### config.mk
export PLATFORM = sky130hd
export DESIGN_NAME = owl_cmd_seq
export DESIGN_NICKNAME = d
export VERILOG_FILES = /design/src/rtl/owl_pkg.sv /design/src/rtl/owl_cmd_fifo.sv /design/src/rtl/owl_cmd_seq.sv
export SDC_FILE = /design/constraint.sdc
export NUM_CORES = 1
export LEC_CHECK = 0
export ABC_CLOCK_PERIOD_IN_PS = 3700
export CELL_PAD_IN_SITES_DETAIL_PLACEMENT = 1
export CELL_PAD_IN_SITES_GLOBAL_PLACEMENT = 1
export CORE_MARGIN = 4
export CORE_UTILIZATION = 46
export DETAILED_ROUTE_END_ITERATION = 8
export PLACE_DENSITY = 0.78
export RECOVER_POWER = 50
export SETUP_SLACK_MARGIN = 0.1
export SYNTH_ARGS = -nofsm -noshare
export SYNTH_HDL_FRONTEND = slang
export SYNTH_SLANG_ARGS = --single-unit
export TNS_END_PERCENT = 50
### constraint.sdc
create_clock -name clk -period 3.7 [get_ports clk]
set_input_delay 0.74 -clock clk [delete_from_list [all_inputs] [get_ports clk]]
set_output_delay 0.74 -clock clk [all_outputs]
set_load 0.05 [all_outputs]
### src/rtl/owl_pkg.sv
// Shared types and command-entry layout for the one-wire-link command sequencer.
package owl_pkg;

    localparam int OWL_ADDR_W  = 7;
    localparam int OWL_BYTE_W  = 8;
    localparam int OWL_ENTRY_W = 40;

    // Entry layout, MSB first: op | addr | num | d0 | d1 | d2
    localparam int OWL_D2_LSB   = 0;
    localparam int OWL_D1_LSB   = 8;
    localparam int OWL_D0_LSB   = 16;
    localparam int OWL_NUM_LSB  = 24;
    localparam int OWL_ADDR_LSB = 32;
    localparam int OWL_OP_BIT   = 39;

    typedef enum logic [1:0] {
        ST_IDLE,
        ST_LOAD,
        ST_START,
        ST_GAP
    } seq_state_e;

    function automatic logic [OWL_ENTRY_W-1:0] owl_pack_entry(
        input logic                  op,
        input logic [OWL_ADDR_W-1:0] addr,
        input logic [OWL_BYTE_W-1:0] num,
        input logic [OWL_BYTE_W-1:0] d0,
        input logic [OWL_BYTE_W-1:0] d1,
        input logic [OWL_BYTE_W-1:0] d2
    );
        return {op, addr, num, d0, d1, d2};
    endfunction

endpackage

### src/rtl/owl_cmd_fifo.sv
// DEPTH-entry synchronous command FIFO with level/full/empty and a one-cycle flush.
module owl_cmd_fifo
    import owl_pkg::*;
#(
    parameter int DEPTH = 4
)
(
    input  logic                         clk,
    input  logic                         rst,
    input  logic                         push,
    input  logic                         pop,
    input  logic                         flush,
    input  logic [OWL_ENTRY_W-1:0]       wdata,
    output logic [OWL_ENTRY_W-1:0]       rdata,
    output logic [$clog2(DEPTH):0]       level,
    output logic                         full,
    output logic                         empty
);

    localparam int AW = $clog2(DEPTH);

    logic [OWL_ENTRY_W-1:0] mem_q [DEPTH];
    logic [AW-1:0]          wr_q, rd_q;
    logic [AW:0]            cnt_q;
    logic                   do_push, do_pop;

    assign empty   = (cnt_q == '0);
    assign full    = (cnt_q == (AW+1)'(DEPTH));
    assign level   = cnt_q;
    assign rdata   = mem_q[rd_q];
    assign do_pop  = pop & ~empty;
    // A pop in the same cycle frees a slot, so a push into a full FIFO is still accepted.
    assign do_push = push & (~full | do_pop);

    always_ff @(posedge clk or negedge rst) begin
        if (!rst) begin
            wr_q  <= '0;
            rd_q  <= '0;
            cnt_q <= '0;
        end else if (flush) begin
            wr_q  <= '0;
            rd_q  <= '0;
            cnt_q <= '0;
        end else begin
            if (do_push) wr_q <= wr_q + AW'(1);
            if (do_pop)  rd_q <= rd_q + AW'(1);
            case ({do_push, do_pop})
                2'b10:   cnt_q <= cnt_q + (AW+1)'(1);
                2'b01:   cnt_q <= cnt_q - (AW+1)'(1);
                default: cnt_q <= cnt_q;
            endcase
        end
    end

    always_ff @(posedge clk) begin
        if (do_push && !flush) mem_q[wr_q] <= wdata;
    end

endmodule

### src/rtl/owl_cmd_seq.sv
// Command sequencer: queues write commands and launches them on the owl_mctrl SFR port
// as single-cycle strobes separated by a programmable guard gap.
module owl_cmd_seq
    import owl_pkg::*;
#(
    parameter int DEPTH     = 4,
    parameter int GAP_WIDTH = 16
)
(
    input  logic                  clk,
    input  logic                  rst,
    input  logic                  cmd_push,
    input  logic                  cmd_op,
    input  logic [OWL_ADDR_W-1:0] cmd_addr,
    input  logic [OWL_BYTE_W-1:0] cmd_num,
    input  logic [OWL_BYTE_W-1:0] cmd_d0,
    input  logic [OWL_BYTE_W-1:0] cmd_d1,
    input  logic [OWL_BYTE_W-1:0] cmd_d2,
    input  logic                  seq_en,
    input  logic                  flush,
    input  logic [GAP_WIDTH-1:0]  gap_cfg,
    input  logic                  mst_busy,
    input  logic                  ovf_clr,
    output logic                  sfr_cmd,
    output logic [OWL_ADDR_W-1:0] sfr_addrs,
    output logic [OWL_BYTE_W-1:0] sfr_num,
    output logic [OWL_BYTE_W-1:0] sfr_wdata,
    output logic [OWL_BYTE_W-1:0] sfr_wdata1,
    output logic [OWL_BYTE_W-1:0] sfr_wdata2,
    output logic                  sfr_wctrl,
    output logic                  cmd_full,
    output logic [$clog2(DEPTH):0] cmd_level,
    output logic                  seq_busy,
    output logic                  ovf
);

    seq_state_e              state_q, state_d;
    logic [GAP_WIDTH-1:0]    cnt_q, cnt_d;
    logic [OWL_ENTRY_W-1:0]  ent_q, fifo_rdata;
    logic                    ovf_q, ovf_set;
    logic                    pop, fifo_empty;

    owl_cmd_fifo #(.DEPTH(DEPTH)) u_fifo (
        .clk   (clk),
        .rst   (rst),
        .push  (cmd_push),
        .pop   (pop),
        .flush (flush),
        .wdata (owl_pack_entry(cmd_op, cmd_addr, cmd_num, cmd_d0, cmd_d1, cmd_d2)),
        .rdata (fifo_rdata),
        .level (cmd_level),
        .full  (cmd_full),
        .empty (fifo_empty)
    );

    assign ovf_set = cmd_push & cmd_full & ~pop & ~flush;

    // A zero gap skips GAP entirely so strobes land gap_cfg+2 cycles apart.
    // A flush racing into LOAD can leave nothing to pop; fall back to IDLE without a strobe.
    always_comb begin
        state_d = state_q;
        cnt_d   = cnt_q;
        pop     = 1'b0;
        case (state_q)
            ST_IDLE: begin
                if (seq_en && !fifo_empty && !mst_busy) state_d = ST_LOAD;
            end
            ST_LOAD: begin
                if (!fifo_empty) begin
                    pop     = 1'b1;
                    state_d = ST_START;
                end else begin
                    state_d = ST_IDLE;
                end
            end
            ST_START: begin
                cnt_d = gap_cfg;
                if (gap_cfg == '0 && !mst_busy)
                    state_d = (seq_en && !fifo_empty) ? ST_LOAD : ST_IDLE;
                else
                    state_d = ST_GAP;
            end
            ST_GAP: begin
                if (cnt_q != '0) cnt_d = cnt_q - GAP_WIDTH'(1);
                if (cnt_q <= GAP_WIDTH'(1) && !mst_busy)
                    state_d = (seq_en && !fifo_empty) ? ST_LOAD : ST_IDLE;
            end
            default: state_d = ST_IDLE;
        endcase
    end

    always_ff @(posedge clk or negedge rst) begin
        if (!rst) begin
            state_q <= ST_IDLE;
            cnt_q   <= '0;
            ent_q   <= '0;
            ovf_q   <= 1'b0;
        end else begin
            state_q <= state_d;
            cnt_q   <= cnt_d;
            if (pop) ent_q <= fifo_rdata;
            ovf_q   <= (ovf_q & ~ovf_clr) | ovf_set;
        end
    end

    assign sfr_cmd    = ent_q[OWL_OP_BIT];
    assign sfr_addrs  = ent_q[OWL_ADDR_LSB +: OWL_ADDR_W];
    assign sfr_num    = ent_q[OWL_NUM_LSB  +: OWL_BYTE_W];
    assign sfr_wdata  = ent_q[OWL_D0_LSB   +: OWL_BYTE_W];
    assign sfr_wdata1 = ent_q[OWL_D1_LSB   +: OWL_BYTE_W];
    assign sfr_wdata2 = ent_q[OWL_D2_LSB   +: OWL_BYTE_W];
    assign sfr_wctrl  = (state_q == ST_START);
    assign seq_busy   = (state_q != ST_IDLE);
    assign ovf        = ovf_q;

endmodule

[Word-level counts from Yosys, hierarchy flattened]
Memory sizes are Yosys's and may differ from the RTL's. A register that Yosys moved wholly into a read port is not among the register bits.
Cells that the tools add are included.
Word-level totals
  memories kept: 1
  memory bits (writable): 160
  output and inout port bits: 47
  bits in registers: 26
Memories
  u_fifo.mem_q: depth 4, bits a word 40, read ports 1, clocked after memory_dff 1, wr ports 1, line owl_cmd_fifo.sv:22  | logic [OWL_ENTRY_W-1:0] mem_q [DEPTH];
Cells by class
  order comparisons: 1
  bitwise operators: 13
  reductions and logical operators: 20
  equality and inequality tests: 9
  add/sub/neg operators: 5
  multiplexer cells: 18
Operator list (count)
  16-bit case mux with 2 select lines: 1
  16-bit by 1-bit less-or-equal comparator with 1-bit output, second input constant: 1
  16-bit logical NOT: 1
  16-bit 2-to-1 mux: 1
  2-bit 2-to-1 mux: 8
  16-bit nonzero test: 1
  16-bit by 1-bit subtractor with 16-bit output, second input constant: 1
  2-bit case mux with 4 select lines: 1
  2-bit nonzero test: 4
  1-bit AND: 6
  2-bit equality test, second input constant: 3
  2-bit inequality test, second input constant: 3
  3-bit case mux with 2 select lines: 1
  1-bit logical AND: 5
  1-bit 2-to-1 mux: 5
  1-bit NOT: 5
  2-bit by 1-bit adder with 2-bit output, second input constant: 2
  2-bit by 1-bit equality test with 1-bit output, second input constant: 2
  1-bit logical NOT: 4
  2-bit AND reduction: 2
  3-bit by 1-bit adder with 3-bit output, second input constant: 1
  3-bit equality test, second input constant: 1
  3-bit logical NOT: 1
  3-bit 2-to-1 mux: 1
  other kinds (4): 5

[Logic depth before layout (Yosys ltp)]
Gate-level depths: netlist (run 1).
  depth in word-level cells: 9
  mapped depth: 8

[Modules after synthesis]
Synthesis (run 1) repeated with hierarchy kept, for this count alone.
Second synthesis, totals
  cells, all modules: 514
  area total of the unflattened synthesis: 9271.4 um^2
By module, submodules not included
  owl_cmd_fifo: sequential area each 4979.8 um^2, cells an instance 277, area each 6491.2 um^2, times used 1
  owl_cmd_seq: sequential area each 1476.4 um^2, cells an instance 237, area each 2780.2 um^2, times used 1

[Worst setup path before layout (run 1)]
Ideal clock, no wire load.
  path type: reg-to-reg
  from: register u_fifo.cnt_q[2] (netlist: u_fifo.level[2])
  to: memory u_fifo.mem_q[0][0], enable pin
  setup slack: 0.232 ns
  required time: 3.258 ns
  path buffers: 0
  data arrival time: 3.026 ns
  stages on the path, launching flop included: 5
  setup time: 0.442 ns
  period minus slack after synthesis: 3.468 ns
  cell sequence: dfrtp_1 nor3b_1 a21bo_2 nor2_1 and2_1
Between the ends
  elaborated cells between the ends (all ways): 12
  those cells by class: eq/ne (1); mux (4); bitwise (5); reduce/logical (2)
RTL lines
  start: declaration: line owl_cmd_fifo.sv:24  | logic [AW:0] cnt_q;
  start signal: assignment: line owl_cmd_fifo.sv:48  | 2'b10: cnt_q <= cnt_q + (AW+1)'(1);
  start signal: assignment: line owl_cmd_fifo.sv:49  | 2'b01: cnt_q <= cnt_q - (AW+1)'(1);
  start signal: assignment: line owl_cmd_fifo.sv:50  | default: cnt_q <= cnt_q;
  3-bit equality test: line owl_cmd_fifo.sv:28  | assign full = (cnt_q == (AW+1)'(DEPTH));
  net cmd_full: line owl_cmd_seq.sv:31  | output logic cmd_full,
  1-bit NOT: line owl_cmd_fifo.sv:33  | assign do_push = push & (~full | do_pop);
  1-bit OR: line owl_cmd_fifo.sv:33
  1-bit AND: line owl_cmd_fifo.sv:33
  1-bit logical AND: line owl_cmd_fifo.sv:56  | if (do_push && !flush) mem_q[wr_q] <= wdata;
  1-bit 2-to-1 mux: line owl_cmd_fifo.sv:56
  1-bit 2-to-1 mux (implied by the code): line owl_cmd_fifo.sv:56
  end: declaration: line owl_cmd_fifo.sv:22
The timed path passes the listed nets, and every way through them passes these cells.

[Worst setup path after layout (run 1)]
  from: register u_fifo.cnt_q[0] (netlist: u_fifo.level[0])
  to: output cmd_full
Between the ends
  longest elaborated chain between the ends: 1
Ends and longest elaborated chain (line)
  3-bit equality test: owl_cmd_fifo.sv:28
  end: declaration: owl_cmd_seq.sv:31
Every way passes these cells.

==> impl_metrics.ini, run 1 <==
[detailed_routing]
drtIter0Drc = 316
detail_route.vias_per_cell = 5.52
wl_met3_um = 974
avgRoutedWirePerCell_um = 22.0
drt-met1-wl_um = 9170
drtAntennaViolNets = 0
routed-via-count = 5452
drc = 0
firstDrtPassIters = 5
wirelength_um = 21700
wl_met2_um = 11200
routed.top_layer = met4

[sta]
setup_viol_count_final = 0
setup-tns-final_ns = 0
worst_slew_pin_slew_ns = 1.85
fin_crit_sh = 0.836
report.final.slew_viol_count = 67
hold_viol = 0
period_needed_ns = 3.09
fin_skew_ns = 0.0179
rsz0062_at_grt = no
timing.hold.ws_ns = 0.477
setup_ws_ns = 0.608
fmax_mhz = 323
relSlewSlack = -0.231

[synth]
yosysTopAreaCell = edfxtp_1
syn_nets = 662
synth_common_cells = edfxtp_1 (160), nand2_1 (132), dfrtp_1 (66)
synth_cell_types = 60
netlist_area_sq_mm = 0.00912
yosysWarnings = 0
synth_flop_cell = edfxtp_1
synthDominantCellAreaShare = 0.527
synth_most_common_cell = edfxtp_1
synthTopCellsByArea = edfxtp_1 (53%), dfrtp_1 (18%), mux4_2 (9.9%), nand2_1 (5.4%), ha_1 (0.96%)
seq_area_frac_synth = 0.708
avgSynthCellArea_sq_um = 15.4
synth_edf_count = 160
synthArstFlopShare = 0.292
ys_seq_elements = 226
syn_inst = 591

[setup_path]
crit_buf_inv = 1
path_class = flip-flop to output port
crit_slowest_cell = clkdlybuf4s50_1
cp_max_fo = 9
start_kind = flip-flop
critPathTopFamily = buffers and inverters
crit_chain = nor3b_1 > clkdlybuf4s50_1
arrival_ns = 2.35
crit_path_end_kind = output port
required_ns = 2.96
max_stage_delay_ns = 0.89

[clocking]
cts_sinks = 226
cts-root-buf = clkbuf_16
ctsHoldBuffers = 0
cts_setup_buffers = 0
cts_buffer_depth = 3
clkLatencyLatePin_ns = 0.51
cts_resized = 0
numCtsBuffers = 24
htreeDepth = 1
cts_tree = built
cts.clk_slew.worst_paths_ns = 0.06

[pwr]
pwr-share-clk = 0.271
p_switching_mw = 3.06
pwr-share-comb = 0.316
p_leak_nw = 4.10
switching_share = 0.357
p_total_mw = 8.57
p_int_mw = 5.51
max-vdd-ir-drop_uv = 478
p_per_area_mw_per_mm2 = 761
p_seq_frac = 0.413

[floorplanning]
die_x_um = 149
die_h_um = 149
num_rows = 51
start_util = 0.469
pin_count = 110
dieArea_sq_mm = 0.0221
core_area_sq_mm = 0.0195

[final_layout]
final_core_util = 0.578
final_nets = 776
n_antenna_cell = 0
final_cells = 988
final_layout_size_suffix_gt1_frac = 0.148
fin_area_sq_mm = 0.0113
syn2layout_area_growth_pct = 23.4

[run_status]
violations = max-capacitance violations, max-slew violations
status = finished with violations

[hold_path]
min_path_type = flip-flop to flip-flop

[place]
dpl_cell_area_sq_mm = 0.0105
dp_worst_setup_slack_ns = 0.554
place_hpwl_um = 13900
place.gp.congestion = 0.851
dp.cells = 944
numPortBuffers = 109

[run]
max_cap_viol_count = 1

[global_route]
grt_pass1_wl_um = 34700
grt_usage = 0.200
first_global_vias = 6082
antenna_found_initial = 0
gr-total-overflow = 0
grt_max_degree = 67
worst min-delay path, stage by stage, from the launching register on:
cell	delay (ns)
dfrtp_1	0.34
nand2_1	0.05
nand2_1	0.05
final timing paths:
check	slack [ns]	end	cells past startpoint	start
max	0.61	cmd_full	2	u_fifo.level[0]
min	0.48	ent_q[24]	2	ent_q[24]
max reg2reg	0.97	u_fifo.mem_q[3][12]	5	state_q[1]
min reg2reg	0.48	ent_q[24]	2	ent_q[24]
max in group asynchronous	1.76	u_fifo.rd_q[1]	1	rst
min in group asynchronous	0.74	ovf	1	rst
state kept, by name (all words and copies together), names as in the netlist:
| signal | cells |
|---|---|
| cnt_q | 16 |
| u_fifo.mem_q | 160 |
| u_fifo.rd_q | 2 |
| ent_q | 40 |
| u_fifo.level | 3 |
| state_q | 2 |
| u_fifo.wr_q | 2 |
| ovf | 1 |
routing by layer:
layer  track usage  up-vias
met3        0.0334       25
met4        0.0444        0
met5             0        -
li1              -     2454
met2         0.348      141
met1         0.267     2832
cells in the final DEF (no fill, tap or decap), types with 10 or more instances in the layout:
cell type        count
clkbuf_16           25
clkdlybuf4s50_1     67
dfrtp_1             64
edfxtp_1           160
o21ai_0             12
dlygate4sd3_1       41
mux4_2              40
buf_4               10
nor2_1              18
nand2_1            131
power by group through the flow:
| stage | sequential (mW) | combinational [mW] | clock (mW) |
|---|---|---|---|
| after floorplan | 4.09 | 1.27 | 0 |
| after detailed placement | 3.59 | 2.73 | 0 |
| final | 3.54 | 2.71 | 2.33 |
| after global routing | 3.61 | 2.90 | 2.51 |
| after CTS | 3.55 | 2.74 | 2.38 |
| after global placement | 3.55 | 2.64 | 0 |
area by class of cell:
cell class / count / area, sq um
timing repair buffer: 121 / 1190
clock inverter: 15 / 120
fill: 1838 / 8210
multi-input combinational: 323 / 2470
inverter: 9 / 33.8
sequential: 226 / 6460
clock buffer: 29 / 651
tap: 265 / 332
kinds of logic after synthesis:
family	count (synthesis)	synth area share
simple gates	211	0.108
mux	45	0.105
flops	226	0.708
compound gates	53	0.0397
buf+inv	42	0.0222
xor+xnor	6	0.00576
fa+ha+maj	8	0.0118
Power figures use the tool's default switching activity.
==> run 2, diff against run 1 <==
--- a/config.mk
+++ b/config.mk
@@ -5,7 +5,7 @@
 export SDC_FILE = /design/constraint.sdc
 export NUM_CORES = 1
 export LEC_CHECK = 0
-export ABC_CLOCK_PERIOD_IN_PS = 3700
+export ABC_CLOCK_PERIOD_IN_PS = 3000
 export CELL_PAD_IN_SITES_DETAIL_PLACEMENT = 1
 export CELL_PAD_IN_SITES_GLOBAL_PLACEMENT = 1
 export CORE_MARGIN = 4
==> constraint.sdc (replaced) <==
create_clock -name clk -period 3 [get_ports clk]
set_input_delay 0.6 -clock clk [delete_from_list [all_inputs] [get_ports clk]]
set_output_delay 0.6 -clock clk [all_outputs]
set_load 0.05 [all_outputs]
==> run 2 against run 1 <==
- the flow still finishes with violations (max-capacitance violations, max-slew violations)
- combinational power up 24%
- hold slack better by 0.00094 ns
- clock power up 29%
- clock skew down 0.0035 ns
- sequential cell count unchanged
- register-to-register slack worse by 0.56 ns
- cell count down 0.10%
- count of clock-buffer cells in the layout down 1
- sequential power up 23%
- die area unchanged
- largest power group unchanged
- highest routed layer unchanged
==> impl_metrics.ini, run 2 (synthesis results as in run 1) <==
[sta]
setup_viol_count_final = 0
fin_crit_sh = 0.951
timing.hold.ws_ns = 0.478
relSlewSlack = -0.225
fmax_mhz = 350
worst_slew_pin_slew_ns = 1.84
rsz0062_at_grt = yes
fin_skew_ns = 0.0145
period_needed_ns = 2.85
setup-tns-final_ns = 0
report.final.slew_viol_count = 67
hold_viol = 0

[pwr]
p_per_area_mw_per_mm2 = 943
p_leak_nw = 4.14
p_seq_frac = 0.406
p_int_mw = 6.95
pwr-share-clk = 0.281
p_switching_mw = 3.75
pwr-share-comb = 0.313
switching_share = 0.350
max-vdd-ir-drop_uv = 557

[detailed_routing]
drt-met1-wl_um = 8740
drc = 0
wl_met3_um = 1160
firstDrtPassIters = 4
avgRoutedWirePerCell_um = 21.4
wl_met2_um = 11000
detail_route.vias_per_cell = 5.51
routed-via-count = 5437
wirelength_um = 21200
drtAntennaViolNets = 0
routed.top_layer = met4
drtIter0Drc = 309

[place]
numPortBuffers = 109
place_hpwl_um = 13500
place.gp.congestion = 0.857

[final_layout]
final_cell_mix = edfxtp_1 (160), nand2_1 (131), clkdlybuf4s50_1 (66)
syn2layout_area_growth_pct = 24.5
largest_reg_flops = 160
final_layout_size_suffix_gt1_frac = 0.158
top_register = u_fifo.mem_q
n_antenna_cell = 0
final_nets = 777
final_common_cell = edfxtp_1
reg_top3 = u_fifo.mem_q (160), ent_q (40), cnt_q (16)

[clocking]
numCtsBuffers = 23
cts_tree = built
cts_setup_buffers = 0
cts_sinks = 226
ctsHoldBuffers = 0
cts.clk_slew.worst_paths_ns = 0.06
clkLatencyLatePin_ns = 0.49
cts-root-buf = clkbuf_16
cts_buffer_depth = 3
htreeDepth = 1
cts_resized = 0

[setup_path]
arrival_ns = 2.25
cp_max_fo = 25
path_class = flip-flop to output port
start_kind = flip-flop
crit_chain = buf_4 > inv_1 > nand2_1 > clkdlybuf4s50_1
required_ns = 2.40
crit_path_end_kind = output port
crit_slowest_cell = clkdlybuf4s50_1
max_stage_delay_ns = 0.80

[run]
max_cap_viol_count = 1

[run_status]
status = finished with violations
violations = max-capacitance violations, max-slew violations

[floorplanning]
die_x_um = 149
dieArea_sq_mm = 0.0221
num_rows = 51
start_util = 0.469
pin_count = 110
core_area_sq_mm = 0.0195
die_h_um = 149

[global_route]
antenna_found_initial = 0
grt_usage = 0.196
grt_max_degree = 67
first_global_vias = 6029
gr-total-overflow = 0
grt_pass1_wl_um = 34100

[hold_path]
min_path_type = flip-flop to flip-flop
==> run 2: critical path, delay by kind of cell, from the launching register on <==
family                 cells  cell delay [ns]
buffers and inverters      3             1.23
DFF                        1             0.46
and+or+nand+nor            1             0.08
==> run 2: final cells by class <==
cell class	instances	area [sq um]
Clock inverter	13	195
Tap cell	265	332
Clock buffer	28	604
Multi-Input combinational cell	323	2480
Inverter	9	33.8
Fill cell	1844	8110
Timing Repair Buffer	123	1240
Sequential cell	226	6460
==> run 2: power groups by stage <==
stage	Sequential [mW]	Combinational, mW	Clock (mW)
6_report	4.34	3.35	3.01
5_1_grt	4.43	3.61	3.23
4_1_cts	4.35	3.40	3.06
3_5_place_dp	4.41	3.37	0
3_3_place_gp	4.37	3.28	0
2_1_floorplan	5.05	1.57	0
==> run 2: layer usage <==
metal | global-route usage | vias up
li1 | - | 2447
met1 | 0.263 | 2806
met2 | 0.348 | 164
met3 | 0.0334 | 20
met4 | 0.0252 | 0
met5 | 0 | -
==> run 2: metrics by stage <==
stage	util	area [sq um]	std cells	setup slack, ns	power (mW)
floorplan	-	9130	591	0.178	6.62
global placement	0.542	10600	946	0.248	7.64
detailed placement	0.542	10600	946	0.170	7.77
CTS	0.583	11400	987	0.130	10.8
global route	0.583	11300	987	0.0243	11.3
finish	0.583	11300	987	0.146	10.7
==> run 2: worst paths after layout <==
kind / start / end / slack, ns / cells past startpoint
worst max-delay path: state_q[1] / seq_busy / 0.15 / 4
worst min-delay path: ent_q[35] / ent_q[35] / 0.48 / 2
worst max register to register: u_fifo.level[0] / u_fifo.level[0] / 0.41 / 5
worst min register to register: ent_q[35] / ent_q[35] / 0.48 / 2
max in group asynchronous: rst / u_fifo.rd_q[0] / 1.19 / 1
min in group asynchronous: rst / ovf / 0.60 / 1
==> run 3, diff against run 2 <==
--- a/config.mk
+++ b/config.mk
@@ -5,14 +5,14 @@
 export SDC_FILE = /design/constraint.sdc
 export NUM_CORES = 1
 export LEC_CHECK = 0
-export ABC_CLOCK_PERIOD_IN_PS = 3000
+export ABC_CLOCK_PERIOD_IN_PS = 2600
 export CELL_PAD_IN_SITES_DETAIL_PLACEMENT = 1
 export CELL_PAD_IN_SITES_GLOBAL_PLACEMENT = 1
 export CORE_MARGIN = 4
-export CORE_UTILIZATION = 46
+export CORE_UTILIZATION = 42
 export DETAILED_ROUTE_END_ITERATION = 8
-export PLACE_DENSITY = 0.78
-export RECOVER_POWER = 50
+export PLACE_DENSITY = 0.75
+export RECOVER_POWER = 100
 export SETUP_SLACK_MARGIN = 0.1
 export SYNTH_ARGS = -nofsm -noshare
 export SYNTH_HDL_FRONTEND = slang
==> constraint.sdc (replaced) <==
create_clock -name clk -period 2.6 [get_ports clk]
set_input_delay 0.52 -clock clk [delete_from_list [all_inputs] [get_ports clk]]
set_output_delay 0.52 -clock clk [all_outputs]
set_load 0.05 [all_outputs]
==> run 3 against run 2 <==
- the run still ends with max-capacitance violations, max-slew violations left
- highest routed layer is now met5
- sequential share of layout area is 0.26 points lower
- clock skew is 0.0043 ns lower
- setup slack worse by 0.034 ns
- hold slack worse by 0.0083 ns
- via count rose by 1.4%
- count of clock-buffer cells in the layout grew 3
- combinational power grew 17%
- first-iteration DRC count fell by 9.7%
- largest cell class unchanged
- cell count increased by 1.5%
- design area rose by 0.53%
- largest power group unchanged
==> impl_metrics.ini, run 3 (synthesis results as in run 1) <==
[run_status]
status = finished with violations
violations = max-capacitance violations, max-slew violations

[sta]
period_needed_ns = 2.49
fin_crit_sh = 0.957
worst_slew_pin_slew_ns = 1.76
report.final.slew_viol_count = 67
setup-tns-final_ns = 0
fin_skew_ns = 0.0102
hold_viol = 0
setup_ws_ns = 0.112
rsz0062_at_grt = yes
fmax_mhz = 402
relSlewSlack = -0.173
setup_viol_count_final = 0

[pwr]
p_per_area_mw_per_mm2 = 1100
switching_share = 0.348
pwr-share-clk = 0.303
pwr-share-comb = 0.310
max-vdd-ir-drop_uv = 702
p_int_mw = 8.22
p_seq_frac = 0.387
p_switching_mw = 4.38
p_leak_nw = 4.22

[detailed_routing]
detail_route.vias_per_cell = 5.50
drtIter0Drc = 279
drtAntennaViolNets = 0
avgRoutedWirePerCell_um = 21.3
firstDrtPassIters = 4
routed-via-count = 5511
wirelength_um = 21300
drc = 0

[place]
numPortBuffers = 109
place_hpwl_um = 13800
dp.cells = 958
place.gp.congestion = 0.865
dp_worst_setup_slack_ns = 0.0299

[floorplanning]
dieArea_sq_mm = 0.0241
core_area_sq_mm = 0.0212
pin_count = 110
num_rows = 53
die_x_um = 155
start_util = 0.430
die_h_um = 155

[clocking]
cts-root-buf = clkbuf_16
cts_buffer_depth = 3
htreeDepth = 1
clkLatencyLatePin_ns = 0.51
ctsHoldBuffers = 0
cts_sinks = 226
cts.clk_slew.worst_paths_ns = 0.06
cts_setup_buffers = 0
numCtsBuffers = 24
cts_tree = built
cts_resized = 2

[setup_path]
crit_slowest_cell = dlygate4sd3_1
start_kind = flip-flop
required_ns = 2.08
crit_chain = buf_4 > dlygate4sd3_1
max_stage_delay_ns = 0.89
path_class = flip-flop to output port
crit_path_end_kind = output port
cp_max_fo = 8
critPathTopFamily = buffers and inverters
crit_buf_inv = 2
arrival_ns = 1.97

[hold_path]
min_path_type = flip-flop to flip-flop

[final_layout]
final_common_cell = edfxtp_1
final_cells = 1002
largest_reg_flops = 160
reg_top3 = u_fifo.mem_q (160), ent_q (40), cnt_q (16)
final_cell_mix = edfxtp_1 (160), nand2_1 (131), dlygate4sd3_1 (84)
top_register = u_fifo.mem_q
final_nets = 780
n_antenna_cell = 0
final_core_util = 0.538
final_layout_size_suffix_gt1_frac = 0.161
syn2layout_area_growth_pct = 25.1

[global_route]
grt_pass1_wl_um = 34500
gr-total-overflow = 0
grt_usage = 0.179
first_global_vias = 6043
grt_max_degree = 67
antenna_found_initial = 1

[run]
max_cap_viol_count = 1
## run 3: changes by cell type in the layout (fill, tap and decap cells not counted), moves of 2 or more
cell / delta
nor4_1: +2
dlygate4sd3_1: +43
clkbuf_8: +2
dfrtp_4: +2
and2_0: +2
clkbuf_16: +2
clkbuf_4: +3
nor4_4: -2
clkinv_2: -3
dfrtp_2: -2
buf_12: -3
clkdlybuf4s50_1: -45
## run 3: final timing paths
path	to	from	cells after the start	slack (ns)
min	ent_q[3]	ent_q[3]	2	0.47
min in group asynchronous	u_fifo.level[1]	rst	1	0.48
max reg2reg	u_fifo.level[2]	u_fifo.level[0]	7	0.12
max in group asynchronous	u_fifo.level[0]	rst	1	0.86
max	cmd_level[0]	u_fifo.level[0]	2	0.11
min reg2reg	ent_q[3]	ent_q[3]	2	0.47
## run 3: metrics by stage
stage	power, mW	area, sq um	hold WS, ns
after global placement	8.88	10600	0.461
after global routing	13.3	11400	0.496
after detailed placement	9.04	10600	0.461
final	12.6	11400	0.469
after floorplan	7.68	9170	0.224
after CTS	12.9	11500	0.172
## run 3: layer usage
| metal | routed length [um] | GRT usage | up-vias |
|---|---|---|---|
| li1 | - | - | 2463 |
| met5 | 7 | 0 | - |
| met4 | 279 | 0.0292 | 2 |
| met3 | 1400 | 0.0345 | 27 |
| met2 | 10800 | 0.305 | 186 |
| met1 | 8870 | 0.247 | 2833 |
## run 3: layout make-up
| cell class | instances | area [sq um] |
|---|---|---|
| sequential | 226 | 6470 |
| tap | 275 | 344 |
| multi-input combinational | 323 | 2460 |
| timing repair buffer | 125 | 1200 |
| clock inverter | 13 | 223 |
| inverter | 9 | 37.5 |
| fill | 2030 | 9810 |
| clock buffer | 31 | 678 |
## run 3: power by group through the flow
stage	Clock, mW	Combinational (mW)	Sequential [mW]
floorplan	0	1.85	5.83
global placement	0	3.96	4.91
detailed placement	0	4.09	4.96
CTS	3.90	4.13	4.90
global route	4.08	4.22	4.96
finish	3.81	3.91	4.88
## run 3: tightest hold or removal path: cells and delay by family (launching register included)
| kind | cells | cell delay [ns] |
|---|---|---|
| flip-flops | 1 | 0.34 |
| AND/OR/NAND/NOR | 2 | 0.10 |
